`config.mk`:
```
export PLATFORM = sky130hd
export DESIGN_NAME = led_scan_controller
export DESIGN_NICKNAME = d
export VERILOG_FILES = /design/src/rtl/led_scan_controller.sv
export SDC_FILE = /design/constraint.sdc
export NUM_CORES = 1
export LEC_CHECK = 0
export BUFFER_PORTS_ARGS = -buffer_cell sky130_fd_sc_hd__buf_4
export CORE_MARGIN = 2
export CORE_UTILIZATION = 55
export CTS_BUF_LIST = sky130_fd_sc_hd__clkbuf_8
export CTS_CLUSTER_DIAMETER = 120
export DETAILED_ROUTE_END_ITERATION = 10
export PLACE_DENSITY = 0.78
export SYNTH_ARGS = -nofsm -noshare
export SYNTH_HDL_FRONTEND = slang
export SYNTH_SLANG_ARGS = --single-unit
```
`constraint.sdc`:
```
create_clock -name clk -period 3.3 [get_ports clk]
set_input_delay 0.165 -clock clk [delete_from_list [all_inputs] [get_ports clk]]
set_output_delay 0.165 -clock clk [all_outputs]
set_load 0.01 [all_outputs]
```
`src/rtl/led_scan_controller.sv`:
```
`default_nettype none
// ============================================================================
// Module   : led_scan_controller
// Purpose  : Time-multiplexed scan engine for an 8-digit common-anode
//            7-segment display. Holds a double-buffered hex value, steps a
//            digit index at a programmable rate and drives the active-low
//            segment pattern of the selected digit, with a blanking window
//            at the start of every digit slot to suppress ghosting.
// Ports    : clk        - system clock
//            rst        - synchronous reset, active-high
//            load       - write request, accepted when load && load_ready
//            load_data  - 8 hex nibbles, digit n = load_data[4n+3:4n]
//            load_dp    - decimal point per digit, 1 = lit
//            load_ready - shadow buffer free
//            index      - current digit number, index[0] carries the MSB
//            segments   - active-low, [6:0] = g..a, [7] = dp
//            digit_en   - high outside the blanking window
//            frame_tick - one-cycle pulse after index wraps to 0
// Options  : LED_SCAN_LEADING_ZERO_BLANK_EN - blank leading zero digits
// Revision : 1.0 - initial release
// ============================================================================
module led_scan_controller #(
    parameter int CLK_DIV      = 50000,
    parameter int BLANK_CYCLES = 16,
    parameter int NUM_DIGITS   = 8
) (
    input  logic        clk,
    input  logic        rst,
    input  logic        load,
    input  logic [31:0] load_data,
    input  logic [7:0]  load_dp,
    output logic        load_ready,
    output logic [2:0]  index,
    output logic [7:0]  segments,
    output logic        digit_en,
    output logic        frame_tick
);

    localparam int              c_presc_w    = (CLK_DIV > 1) ? $clog2(CLK_DIV) : 1;
    localparam logic [c_presc_w-1:0] c_presc_last = c_presc_w'(CLK_DIV - 1);
    localparam logic [c_presc_w-1:0] c_presc_one  = c_presc_w'(1);
    localparam logic [c_presc_w-1:0] c_blank      = c_presc_w'(BLANK_CYCLES);
    localparam logic [2:0]      c_digit_last = 3'(NUM_DIGITS - 1);

    // Hex to segments, returned as {g,f,e,d,c,b,a}, 0 = lit.
    function automatic logic [6:0] f_hex7(input logic [3:0] nib);
        case (nib)
            4'h0: f_hex7 = 7'h40;
            4'h1: f_hex7 = 7'h79;
            4'h2: f_hex7 = 7'h24;
            4'h3: f_hex7 = 7'h30;
            4'h4: f_hex7 = 7'h19;
            4'h5: f_hex7 = 7'h12;
            4'h6: f_hex7 = 7'h02;
            4'h7: f_hex7 = 7'h78;
            4'h8: f_hex7 = 7'h00;
            4'h9: f_hex7 = 7'h10;
            4'hA: f_hex7 = 7'h08;
            4'hB: f_hex7 = 7'h03;
            4'hC: f_hex7 = 7'h46;
            4'hD: f_hex7 = 7'h21;
            4'hE: f_hex7 = 7'h06;
            default: f_hex7 = 7'h0E;
        endcase
    endfunction

    logic [c_presc_w-1:0] r_presc;
    logic [2:0]           r_digit;
    logic [31:0]          r_act_data;
    logic [7:0]           r_act_dp;
    logic [31:0]          r_shd_data;
    logic [7:0]           r_shd_dp;
    logic                 r_load_ready;
    logic [7:0]           r_segments;
    logic                 r_digit_en;
    logic                 r_frame_tick;

    logic                 w_slot_end;
    logic                 w_frame_end;
    logic                 w_transfer;
    logic                 w_accept;
    logic [c_presc_w-1:0] w_presc_nxt;
    logic [2:0]           w_digit_nxt;
    logic [31:0]          w_act_data_nxt;
    logic [7:0]           w_act_dp_nxt;
    logic [3:0]           w_nib;
    logic [7:0]           w_seg_lit;
`ifdef LED_SCAN_LEADING_ZERO_BLANK_EN
    logic                 w_lz_run;
    logic                 w_lz_blank;
`endif

    // Next-state values feed the output registers directly so that segments
    // and digit_en line up with the prescaler/index they belong to.
    always_comb begin
        w_slot_end     = (r_presc == c_presc_last);
        w_frame_end    = w_slot_end && (r_digit == c_digit_last);
        // Shadow is pending exactly when load_ready is low.
        w_transfer     = w_frame_end && !r_load_ready;
        w_accept       = load && r_load_ready;
        w_presc_nxt    = w_slot_end ? '0 : r_presc + c_presc_one;
        w_digit_nxt    = r_digit;
        if (w_slot_end) begin
            w_digit_nxt = (r_digit == c_digit_last) ? 3'd0 : r_digit + 3'd1;
        end
        w_act_data_nxt = w_transfer ? r_shd_data : r_act_data;
        w_act_dp_nxt   = w_transfer ? r_shd_dp   : r_act_dp;
        w_nib          = w_act_data_nxt[{w_digit_nxt, 2'b00} +: 4];
        w_seg_lit      = {~w_act_dp_nxt[w_digit_nxt], f_hex7(w_nib)};
`ifdef LED_SCAN_LEADING_ZERO_BLANK_EN
        // Walk down from the top digit; the run stays set while every digit
        // at or above the current one is an unlit zero. Digit 0 is excluded.
        w_lz_run   = 1'b1;
        w_lz_blank = 1'b0;
        for (int n = NUM_DIGITS - 1; n >= 1; n--) begin
            w_lz_run = w_lz_run && (w_act_data_nxt[4*n +: 4] == 4'd0)
                       && !w_act_dp_nxt[n];
            if (w_digit_nxt == 3'(n)) begin
                w_lz_blank = w_lz_run;
            end
        end
        if (w_lz_blank) begin
            w_seg_lit = 8'hFF;
        end
`endif
    end

    always_ff @(posedge clk) begin
        if (rst) begin
            r_presc      <= '0;
            r_digit      <= 3'd0;
            r_act_data   <= 32'd0;
            r_act_dp     <= 8'd0;
            r_shd_data   <= 32'd0;
            r_shd_dp     <= 8'd0;
            r_load_ready <= 1'b1;
            r_segments   <= 8'hFF;
            r_digit_en   <= 1'b0;
            r_frame_tick <= 1'b0;
        end else begin
            r_presc      <= w_presc_nxt;
            r_digit      <= w_digit_nxt;
            r_act_data   <= w_act_data_nxt;
            r_act_dp     <= w_act_dp_nxt;
            if (w_accept) begin
                r_shd_data <= load_data;
                r_shd_dp   <= load_dp;
            end
            // Transfer and accept are exclusive: one needs a pending shadow,
            // the other a free one.
            if (w_transfer) begin
                r_load_ready <= 1'b1;
            end else if (w_accept) begin
                r_load_ready <= 1'b0;
            end
            r_frame_tick <= w_frame_end;
            if (w_presc_nxt < c_blank) begin
                r_segments <= 8'hFF;
                r_digit_en <= 1'b0;
            end else begin
                r_segments <= w_seg_lit;
                r_digit_en <= 1'b1;
            end
        end
    end

    assign load_ready = r_load_ready;
    // Downstream decoder expects the digit number MSB on index[0].
    assign index      = {r_digit[0], r_digit[1], r_digit[2]};
    assign segments   = r_segments;
    assign digit_en   = r_digit_en;
    assign frame_tick = r_frame_tick;

endmodule
`default_nettype wire

```
=== After elaboration in Yosys (flattened, before gate mapping) ===
Memories as Yosys holds them, arrays and structs flattened. A register that Yosys moved wholly into a read port is not among the register bits.
Cells that the tools add are included.

* Flip-flop bits (word level): 110
* Bits in latches: 0
* RAM bits: 0
* Bits in read-only memories: 112
* Input port bits: 43
* Output and inout port bits: 14
* Word-level logic and storage cells: 33
* Memories kept: 1

{| class="wikitable"
|+ Memory list
! memory !! depth !! bits a word !! rd ports !! clocked after Yosys merged registers in !! write ports !! line !! text
|-
| (name not given) || 16 || 7 || 1 || 1 || 0 || 47 || <nowiki>case (nib)</nowiki>
|}

* Add/subtract/negate cells: 2
* Multiply operators: 0
* Div/mod/pow operators: 0
* Magnitude comparators: 2
* Equal/unequal tests: 2
* Shifts and indexed selects: 1
* Mux-type cells: 8
* Bitwise operators: 1
* Reduce and logical (&&, ||, !) cells: 6

{| class="wikitable"
|+ Operators by type and width
! operator !! number
|-
| $mux W32 || 1
|-
| $shiftx A32 B6 Y4 || 1
|-
| $add A16 B1 Y16 const B || 1
|-
| $eq A16 B16 Y1 const B || 1
|-
| $lt A16 B5 Y1 const B || 1
|-
| $mux W16 || 1
|-
| $mux W8 || 1
|-
| $mux W3 || 2
|-
| $lt A3 B4 Y1 const B || 1
|-
| $reduce_or A2 Y1 || 2
|-
| $add A3 B1 Y3 const B || 1
|-
| $bmux W1 S3 || 1
|-
| $eq A3 B3 Y1 const B || 1
|-
| $logic_and A1 B1 Y1 || 3
|-
| $mux W1 || 2
|-
| $logic_not A1 Y1 || 1
|-
| $not A1 Y1 || 1
|}

=== Longest topological paths before layout ===
Gate-level depths: netlist (run 1).

* Depth in word-level cells: 7
* Gate-level depth with buffers: 14

=== Worst setup path before layout (run 1) ===
OpenSTA, ideal clock, no wires.

* Path kind: register -> register
* From: register r_presc[5]
* To: register r_segments[3], in the netlist segments[3]
* Library setup time: 69 ps
* Arrival time: 3237 ps
* Required time: 3231 ps
* Setup slack: -6 ps
* Cell stages (with the launch flop): 13
* Period minus slack after synthesis: 3306 ps
* Cells stage by stage: dfxtp_1 > buf_6 > or4_4 > or4_4 > buf_6 > mux2i_4 > o31a_1 > a22oi_1 > inv_1 > ha_1 > and2_1 > o21a_1 > o21ai_1

* Word-level cells in the longest chain between the ends: 5

{| class="wikitable"
|+ RTL lines
! item !! line !! text
|-
| start, declared || 67 || <nowiki>logic [c_presc_w-1:0] r_presc;</nowiki>
|-
| start signal, assigned || 141 || <nowiki>r_presc <= w_presc_nxt;</nowiki>
|-
| branches (longest 5 deep; another with $add A16 B1 Y16) || - ||
|-
| end, declared || 74 || <nowiki>logic [7:0] r_segments;</nowiki>
|}

Several ways; the timed one is not identified.
A chain may end at the register's enable or synchronous reset.

=== Worst setup path in the final report (run 1) ===
* From: register r_presc[4]
* To: register r_segments[3], in the netlist segments[3]

Same word-level chain as after synthesis.

==> impl_metrics.json, run 1 <==
{
  "peakVddDrop_mv": 0.215,
  "drtAntennaViolNets": 0,
  "worst_pin_slew_ns": 0.873,
  "first_pass_iters": 5,
  "critical_path.max_fanout": 5,
  "start_util_pct": 56.6,
  "muxShareOfSynthArea_pct": 11.0,
  "place_hpwl_mm": 9.21,
  "ys_ff_latch": 110,
  "synth_compound_area_share_pct": 16.4,
  "synth_ff_type": "dfxtp_1",
  "finalSetupViolCount": 0,
  "wl_mm": 12.9,
  "antenna_found_initial": 0,
  "grt_max_degree": 88,
  "synth_area_mm2": 0.00523,
  "cts_buffer_depth": 2,
  "synthAdderAreaFrac_pct": 2.15,
  "instances_no_fill": 828,
  "max_cap_violations": 0,
  "cts_tree": "yes",
  "drtIter0Drc": 233,
  "core_area_mm2": 0.00924,
  "rsz0062_at_grt": "true",
  "numClockSinks": 110,
  "maxSlewViolCount": 0,
  "synth_top_area_share_pct": 42.1,
  "fin_ws_ns": 0.00879,
  "grt_pass1_wl_mm": 21.0,
  "reg2reg_depth": 11,
  "avgSynthCellArea_um2": 8.18,
  "port_buffers": 56,
  "dieArea_mm2": 0.0103,
  "fin_crit_sh_pct": 99.7,
  "dp_cells": 807,
  "numCtsBuffers": 9,
  "post_drt_wl_per_cell_um": 15.6,
  "ys_types": 55,
  "final_area_mm2": 0.00619,
  "p_per_area_mw_per_mm2": 366,
  "critical_path_required_ns": 3.60,
  "relSlewSlack_pct": 41.8,
  "overflow": 0,
  "grt_usage_pct": 25.6,
  "critPathCaptureType": "register",
  "rows": 35,
  "cp-start-kind": "register",
  "vias": 4637,
  "nets": 747,
  "cp_top_family": "simple AND/OR/NAND/NOR gates",
  "syn_inst": 639,
  "critical_path_depth": 11,
  "cp_slowest_cell": "or4_4",
  "period_minus_slack_ns": 3.29,
  "seq_area_frac_synth_pct": 42.1,
  "ys_warn_count": 0,
  "clockRootBuffer": "clkbuf_8",
  "diodes": 0,
  "synth-simple-area-share_pct": 21.2,
  "clk_pin_slew_worst_paths_ns": 0.11,
  "critical_path.cell_chain": "or4_4 > or4_4 > mux2i_4 > o21a_1 > nor4_2 > o211a_1 > buf_6 > ha_4 > and2_4 > o21a_1 > o21ai_1",
  "pre_cts_ws_ns": -0.0602,
  "setup_tns_ns": 0,
  "grt_pass1_vias": 4321,
  "worstPathArrival_ns": 3.60,
  "final_layout_size_suffix_gt1_share_pct": 20.6,
  "syn-num-nets": 691,
  "die_x_um": 102,
  "via_per_inst": 5.60,
  "worstSetupPathType": "register to register",
  "htreeDepth": 3,
  "synth_area_leaders": "dfxtp_1, nand2_1, a21oi_1, mux2i_1, nor2_1",
  "cpPeakStageDelay_ns": 0.63,
  "fmax_mhz": 304,
  "finalHoldViolations": 0,
  "min_path_cells": 3,
  "synth_top_family_by_area": "simple AND/OR/NAND/NOR gates",
  "synth_xor_xnor_area_share_pct": 2.51,
  "synth_enable_flop_cells": 0,
  "status": "finished clean",
  "p_leak_nw": 2.40,
  "cp_num_buf_inv": 1,
  "clk_latency_ns": 0.37,
  "syn2layout_area_growth_pct": 18.4,
  "yosysTopAreaCell": "dfxtp_1",
  "fin_skew_ns": 0.0122,
  "async_reset_ff_share_pct": 0,
  "min_path_type": "input pin to register",
  "die_h_um": 102,
  "ios": 57,
  "drc": 0,
  "gp_congestion": 0.939,
  "post_dp_cell_area_mm2": 0.00585
}
-- final timing paths --
kind                         start                     endpoint  slack, ns
max          r_presc[4]$_SDFF_PP0_       segments[3]$_SDFF_PP1_      0.009
min                  load_data[21]  r_shd_data[21]$_SDFFE_PP0P_       0.03
max reg2reg  r_presc[4]$_SDFF_PP0_       segments[3]$_SDFF_PP1_      0.009
min reg2reg  r_presc[0]$_SDFF_PP0_        r_presc[0]$_SDFF_PP0_       0.46
-- synthesized netlist by cell type (2+ instances only) --
library cell / instances
a21oi_1: 78
nand2b_1: 3
or3_1: 3
xnor2_1: 8
xor2_1: 7
clkbuf_1: 39
dfxtp_1: 110
inv_1: 12
o21ai_1: 2
o221ai_1: 5
and2_1: 4
nand3_1: 11
or4_4: 2
nor4_1: 3
o22ai_1: 9
a2bb2oi_1: 6
a2111oi_0: 2
buf_1: 6
and3_1: 3
buf_6: 2
a22oi_1: 5
nand4_1: 3
o41ai_1: 2
o21ai_0: 4
mux2_2: 6
nor3_1: 6
nand4bb_1: 2
nor2_1: 43
o211a_1: 2
a211oi_1: 2
ha_1: 9
o2111ai_1: 3
nand2_1: 168
mux2i_1: 35
o21a_1: 3
mux4_2: 6
o211ai_1: 6
or4_1: 2
-- metal layers --
layer,global-route usage (%),share of wire (%),vias up
met5,0,0,-
met4,8.63,2.0,0
met3,3.52,3.7,25
met2,40.0,47,123
met1,36.5,47,2181
li1,-,-,2308
-- layout make-up --
cell class,instances,area (um^2)
timing repair buffer,93,702
clock buffer,9,124
tap,129,161
fill,819,3050
clock inverter,6,48.8
inverter,12,45.0
multi-input combinational,469,2900
sequential,110,2200
-- cell usage in the layout (no fill, tap or decap), drive strengths merged, types with 2 or more instances in the layout --
cell,instances
mux2,6
mux4,6
ha,9
dfxtp,110
nand2,168
or4,4
o211ai,6
o21a,3
or3,3
o22ai,10
o21ai,6
a22oi,5
a211oi,3
xor2,7
nor2,43
o211a,2
xnor2,8
nor4,4
and2,5
mux2i,36
nand3,11
buf,93
inv,15
nor3,6
clkinv,2
a21oi,78
a2111oi,2
nand4bb,2
nand2b,3
a2bb2oi,6
nand4,3
clkbuf,9
o221ai,5
o41ai,2
o2111ai,3
and3,3
-- power breakdown --
group / internal, mW / switching (mW)
Combinational: 0.0663 / 0.0689
Clock: 0.279 / 0.466
Sequential: 1.36 / 0.0263
-- stage by stage --
stage	util, %	hold slack (ns)	total power [mW]
finish	67.0	0.0277	2.26
detailed placement	63.4	0.421	1.55
global placement	63.4	0.411	1.55
global route	67.0	0.0118	2.35
CTS	65.4	0.0110	2.29
floorplan	-	0.301	1.49
-- tightest hold or removal path: stages --
cell and delay, ns:
buf_4 0.11, nand2_1 0.04, a21oi_1 0.05
-- repair_timing --
item / 4_1_cts / 5_1_grt
resized for setup: 2 / 22
pin swaps: 0 / 7
cloned: 0 / 0
hold buffers: 0 / 0
buffers inserted: 0 / 6
setup endpoints to repair: 3 / 7
-- state kept, by name (all words and copies together), names as in the netlist, 3 cells and up --
| name | flops |
|---|---|
| r_act_data | 32 |
| r_act_dp | 8 |
| r_digit | 3 |
| r_presc | 16 |
| r_shd_data | 32 |
| r_shd_dp | 8 |
| segments | 8 |
-- logic make-up after synthesis --
| logic type | count (synthesis) |
|---|---|
| mux | 48 |
| flops | 110 |
| simple gates | 259 |
| compound gates | 138 |
| fa+ha+maj | 9 |
| xor+xnor | 15 |
| buf+inv | 60 |
No activity file was read; power rests on OpenSTA's default activity.
==> inputs of run 2 (changes only) <==
--- a/config.mk
+++ b/config.mk
@@ -7,11 +7,11 @@
 export LEC_CHECK = 0
 export BUFFER_PORTS_ARGS = -buffer_cell sky130_fd_sc_hd__buf_4
 export CORE_MARGIN = 2
-export CORE_UTILIZATION = 55
-export CTS_BUF_LIST = sky130_fd_sc_hd__clkbuf_8
+export CORE_UTILIZATION = 53
+export CTS_BUF_LIST = sky130_fd_sc_hd__clkbuf_16
 export CTS_CLUSTER_DIAMETER = 120
 export DETAILED_ROUTE_END_ITERATION = 10
-export PLACE_DENSITY = 0.78
+export PLACE_DENSITY_LB_ADDON = 0.1
 export SYNTH_ARGS = -nofsm -noshare
 export SYNTH_HDL_FRONTEND = slang
 export SYNTH_SLANG_ARGS = --single-unit
==> impl_metrics.json, run 2 (synthesized netlist as in run 1, its figures left out) <==
{
  "status": "finished clean",
  "cp_num_buf_inv": 2,
  "worst_pin_slew_ns": 0.905,
  "cp_top_family": "simple AND/OR/NAND/NOR gates",
  "relSlewSlack_pct": 39.7,
  "grt_max_degree": 88,
  "die_h_um": 103,
  "syn2layout_area_growth_pct": 19.3,
  "final_layout_size_suffix_gt1_share_pct": 18.9,
  "cts_tree": "yes",
  "numCtsBuffers": 9,
  "critPathCaptureType": "register",
  "antenna_found_initial": 0,
  "max_cap_violations": 0,
  "clockRootBuffer": "clkbuf_16",
  "core_area_mm2": 0.00968,
  "critical_path.max_fanout": 7,
  "grt_pass1_wl_mm": 20.9,
  "place_hpwl_mm": 9.24,
  "critical_path.cell_chain": "or4_4 > or4_4 > buf_12 > o41ai_4 > nor4_1 > o211a_1 > buf_4 > ha_1 > mux2i_1 > o221ai_1",
  "internal_power_mw": 2.09,
  "port_buffers": 56,
  "vias": 4608,
  "drtIter0Drc": 194,
  "cts_buffer_depth": 2,
  "drc": 0,
  "worstSetupPathType": "register to register",
  "top_regs": "r_act_data: 32 flops, r_shd_data: 32 flops, r_presc: 16 flops",
  "grt_pass1_vias": 4262,
  "p_sw_mw": 0.579,
  "fin_crit_sh_pct": 96.8,
  "numClockSinks": 110,
  "post_drt_wl_per_cell_um": 15.5,
  "finalHoldViolations": 0,
  "period_minus_slack_ns": 3.20,
  "first_pass_iters": 5,
  "maxSlewViolCount": 0,
  "cpPeakStageDelay_ns": 0.55,
  "hold_buffers": 0,
  "min_path_type": "input pin to register",
  "worstPathArrival_ns": 3.40,
  "dieArea_mm2": 0.0107,
  "p_leak_nw": 2.44,
  "fmax_mhz": 313,
  "total_power_mw": 2.66,
  "power_frac_seq_pct": 52.0,
  "setup_tns_ns": 0,
  "grt_usage_pct": 25.3,
  "layout_common_cells": "nand2_1, dfxtp_1, buf_4",
  "cp-start-kind": "register",
  "finalSetupViolCount": 0,
  "nets": 741,
  "htreeDepth": 3,
  "gp_congestion": 0.922,
  "cp_slowest_cell": "or4_4",
  "p_sw_share_pct": 21.7,
  "final_common_cell": "nand2_1",
  "diodes": 0,
  "wl_mm": 12.8,
  "overflow": 0,
  "p_per_area_mw_per_mm2": 427,
  "crit_top_cell": "or4_4",
  "clk_pin_slew_worst_paths_ns": 0.07,
  "via_per_inst": 5.57,
  "peakVddDrop_mv": 0.336,
  "power.clock.fraction_pct": 42.9,
  "start_util_pct": 54.0,
  "ios": 57,
  "clk_latency_ns": 0.35,
  "rows": 36,
  "critical_path_required_ns": 3.50,
  "fin_skew_ns": 0.00813,
  "combinationalPowerShare_pct": 5.1,
  "drtAntennaViolNets": 0,
  "die_x_um": 103
}
run 2: power groups by stage:
| stage | registers, mW | logic (mW) | clock network [mW] |
|---|---|---|---|
| 2_1_floorplan | 1.40 | 0.0827 | 0 |
| 3_3_place_gp | 1.41 | 0.133 | 0 |
| 3_5_place_dp | 1.42 | 0.137 | 0 |
| 4_1_cts | 1.38 | 0.137 | 1.16 |
| 5_1_grt | 1.39 | 0.154 | 1.22 |
| 6_report | 1.38 | 0.136 | 1.14 |
run 2: cell type report:
cell class / instances / area [um^2]
Timing Repair Buffer: 87 / 666
Tap cell: 133 / 166
Fill cell: 834 / 3450
Clock inverter: 7 / 90.1
Sequential cell: 110 / 2200
Inverter: 12 / 45.0
Clock buffer: 9 / 225
Multi-Input combinational cell: 469 / 2840
run 2: per-layer routing:
| layer | routed length, um | track usage (%) | vias up |
|---|---|---|---|
| met2 | 6090 | 40.3 | 106 |
| met5 | 0 | 0 | - |
| met3 | 466 | 4.03 | 13 |
| met4 | 167 | 8.20 | 0 |
| met1 | 6120 | 35.4 | 2187 |
| li1 | - | - | 2302 |
run 2: worst reg2reg max path, delay by kind of cell (launching register included):
kind / cells / cell delay [ns]
buffers and inverters: 2 / 0.33
DFF: 1 / 0.31
AOI/OAI and AO/OA: 3 / 0.78
adders and majority gates: 1 / 0.24
and+or+nand+nor: 3 / 1.16
muxes: 1 / 0.23
run 2: final timing paths:
| path | to | from | slack (ns) | cells past startpoint |
|---|---|---|---|---|
| setup reg to reg | segments[4]$_SDFF_PP1_ | r_presc[4]$_SDFF_PP0_ | 0.10 | 10 |
| setup / recovery | segments[4]$_SDFF_PP1_ | r_presc[4]$_SDFF_PP0_ | 0.10 | 10 |
| hold / removal | r_shd_data[1]$_SDFFE_PP0P_ | load_data[1] | 0.05 | 3 |
| hold reg to reg | r_presc[0]$_SDFF_PP0_ | r_presc[0]$_SDFF_PP0_ | 0.46 | 1 |
run 2: what timing repair did:
item,in CTS,in global routing
gates cloned,0,0
gates resized for setup,1,12
setup buffers,0,1
setup endpoints to repair,2,6
pin swaps,0,3
run 2: through the flow:
stage	instances	area, um^2	utilization (%)	worst slack, ns	hold slack (ns)
final	827	6240	64.4	0.105	0.0531
after global routing	827	6240	64.4	-0.0329	0.0577
after CTS	826	6180	63.9	0.0109	0.0500
after detailed placement	810	5860	60.6	-0.0458	0.422
after global placement	810	5860	60.6	0.120	0.411
after floorplan	639	5230	-	0.0761	0.301
==> inputs of run 3 (changes only) <==
--- a/config.mk
+++ b/config.mk
@@ -6,9 +6,10 @@
 export NUM_CORES = 1
 export LEC_CHECK = 0
 export BUFFER_PORTS_ARGS = -buffer_cell sky130_fd_sc_hd__buf_4
+export CAP_MARGIN = 20
 export CORE_MARGIN = 2
-export CORE_UTILIZATION = 53
-export CTS_BUF_LIST = sky130_fd_sc_hd__clkbuf_16
+export CORE_UTILIZATION = 55
+export CTS_BUF_LIST = sky130_fd_sc_hd__clkbuf_2
 export CTS_CLUSTER_DIAMETER = 120
 export DETAILED_ROUTE_END_ITERATION = 10
 export PLACE_DENSITY_LB_ADDON = 0.1
==> impl_metrics.json, run 3 (synthesized netlist as in run 1, its figures left out) <==
{
  "status": "finished clean",
  "max_cap_violations": 0,
  "combinationalPowerShare_pct": 8.0,
  "post_cts_buffers": 0,
  "grt_usage_pct": 25.9,
  "fin_crit_sh_pct": 95.1,
  "min_path_type": "input pin to register",
  "fin_skew_ns": 0.0387,
  "final_area_mm2": 0.00643,
  "ios": 57,
  "gp_congestion": 0.949,
  "dieArea_mm2": 0.0103,
  "maxSlewViolCount": 0,
  "port_buffers": 56,
  "first_pass_iters": 4,
  "timing.rr.end": "segments[3]$_SDFF_PP1_",
  "p_sw_mw": 0.577,
  "fmax_mhz": 319,
  "drtIter0Drc": 181,
  "rsz0062_at_grt": "false",
  "overflow": 0,
  "drtAntennaViolNets": 0,
  "worstPathArrival_ns": 3.68,
  "via_per_inst": 5.47,
  "reg2reg_depth": 10,
  "syn2layout_area_growth_pct": 22.9,
  "rows": 35,
  "clk_latency_ns": 0.60,
  "total_power_mw": 2.24,
  "post_dp_cell_area_mm2": 0.00583,
  "top_regs": "r_act_data: 32 flops, r_shd_data: 32 flops, r_presc: 16 flops",
  "cts_buffer_depth": 2,
  "critical_path_required_ns": 3.85,
  "antenna_found_initial": 0,
  "grt_pass1_wl_mm": 21.4,
  "htreeDepth": 3,
  "finalSetupViolCount": 0,
  "final_common_cell": "nand2_1",
  "vias": 4714,
  "relSlewSlack_pct": 40.7,
  "numCtsBuffers": 9,
  "cp-start-kind": "register",
  "wl_mm": 12.8,
  "grt_max_degree": 88,
  "core_area_mm2": 0.00924,
  "period_minus_slack_ns": 3.14,
  "critical_path.max_fanout": 5,
  "die_h_um": 102,
  "worstSetupPathType": "register to register",
  "drc": 0,
  "numClockSinks": 110,
  "rrSetupSlack_ns": 0.16,
  "hold_end": "r_shd_data[27]$_SDFFE_PP0P_",
  "hold_ws_ns": 0.305,
  "clk_pin_slew_worst_paths_ns": 0.33,
  "cts_tree": "yes",
  "internal_power_mw": 1.66,
  "finalHoldViolations": 0,
  "peakVddDrop_mv": 0.256,
  "place_hpwl_mm": 8.74,
  "die_x_um": 102,
  "r2r-start": "r_presc[4]$_SDFF_PP0_",
  "p_sw_share_pct": 25.8,
  "hold_start": "load_data[27]",
  "clockRootBuffer": "clkbuf_2",
  "critPathCaptureType": "register",
  "diodes": 0,
  "p_leak_nw": 2.51,
  "setup_tns_ns": 0,
  "min_path_cells": 4,
  "worst_pin_slew_ns": 0.889,
  "p_per_area_mw_per_mm2": 348,
  "start_util_pct": 56.6,
  "post_drt_wl_per_cell_um": 14.9,
  "layout_common_cells": "nand2_1, dfxtp_1, buf_4",
  "grt_pass1_vias": 4504,
  "final_layout_size_suffix_gt1_share_pct": 18.0,
  "power.clock.fraction_pct": 29.8,
  "final.fill_count": 760,
  "nets": 780,
  "power_frac_seq_pct": 62.2
}
[run 3: worst max-delay path by stage]
stage / slack (ns) / start / depth (start not counted) / endpoint
after global placement: 0.1 / r_presc[4]$_SDFF_PP0_ / 11 / segments[0]$_SDFF_PP1_
after detailed placement: -0.02 / r_presc[0]$_SDFF_PP0_ / 12 / segments[0]$_SDFF_PP1_
after CTS: 0.01 / r_presc[0]$_SDFF_PP0_ / 12 / segments[3]$_SDFF_PP1_
final: 0.16 / r_presc[4]$_SDFF_PP0_ / 10 / segments[3]$_SDFF_PP1_
after floorplan: 0.08 / r_presc[5]$_SDFF_PP0_ / 12 / segments[3]$_SDFF_PP1_
after global routing: 0.01 / r_presc[0]$_SDFF_PP0_ / 11 / segments[0]$_SDFF_PP1_
[run 3: power groups by stage]
| stage | sequential, mW | combinational (mW) | clock, mW |
|---|---|---|---|
| 2_1_floorplan | 1.40 | 0.0827 | 0 |
| 3_3_place_gp | 1.41 | 0.134 | 0 |
| 6_report | 1.39 | 0.179 | 0.667 |
| 3_5_place_dp | 1.41 | 0.137 | 0 |
| 5_1_grt | 1.40 | 0.199 | 0.729 |
| 4_1_cts | 1.39 | 0.176 | 0.679 |
[run 3: layout make-up]
cell class / count / area (um^2) / share of cell area (%)
clock buffers: 10 / 50.0 / 0.779
well taps: 129 / 161 / 2.51
clock inverters: 6 / 77.6 / 1.21
multi-input cells: 469 / 2840 / 44.1
inverters: 12 / 45.0 / 0.701
repair buffers: 126 / 1050 / 16.4
flip-flops and latches: 110 / 2210 / 34.3
[run 3: worst max-delay path, stage by stage, from the launching register on]
cell and delay [ns]:
dfxtp_2 0.39, or4_4 0.54, or4_4 0.50, buf_4 0.19, o41ai_2 0.38, nor4_2 0.06
o211a_1 0.31, ha_1 0.32, and2_1 0.14, o21a_1 0.16, o21ai_1 0.11
[run 3: timing repair]
action / CTS / global route
setup endpoints to repair: 4 / 8
pin swaps: 0 / 3
resized for setup: 3 / 10
endpoints found under the hold margin: 44 / 0
hold buffers: 42 / 0
[run 3: through the flow]
stage                     util (%)  instances  setup slack [ns]
after floorplan                  -        639            0.0761
after global placement        63.1        804            0.0958
after detailed placement      63.1        804           -0.0175
after CTS                     69.2        862            0.0149
after global routing          69.6        862            0.0105
final                         69.6        862             0.162
[run 3: metal layers]
layer	routed length (um)	vias up	GRT usage, %
li1	-	2384	-
met1	5990	2225	34.9
met2	6200	91	43.2
met3	422	14	4.35
met4	189	0	7.17
met5	0	-	0
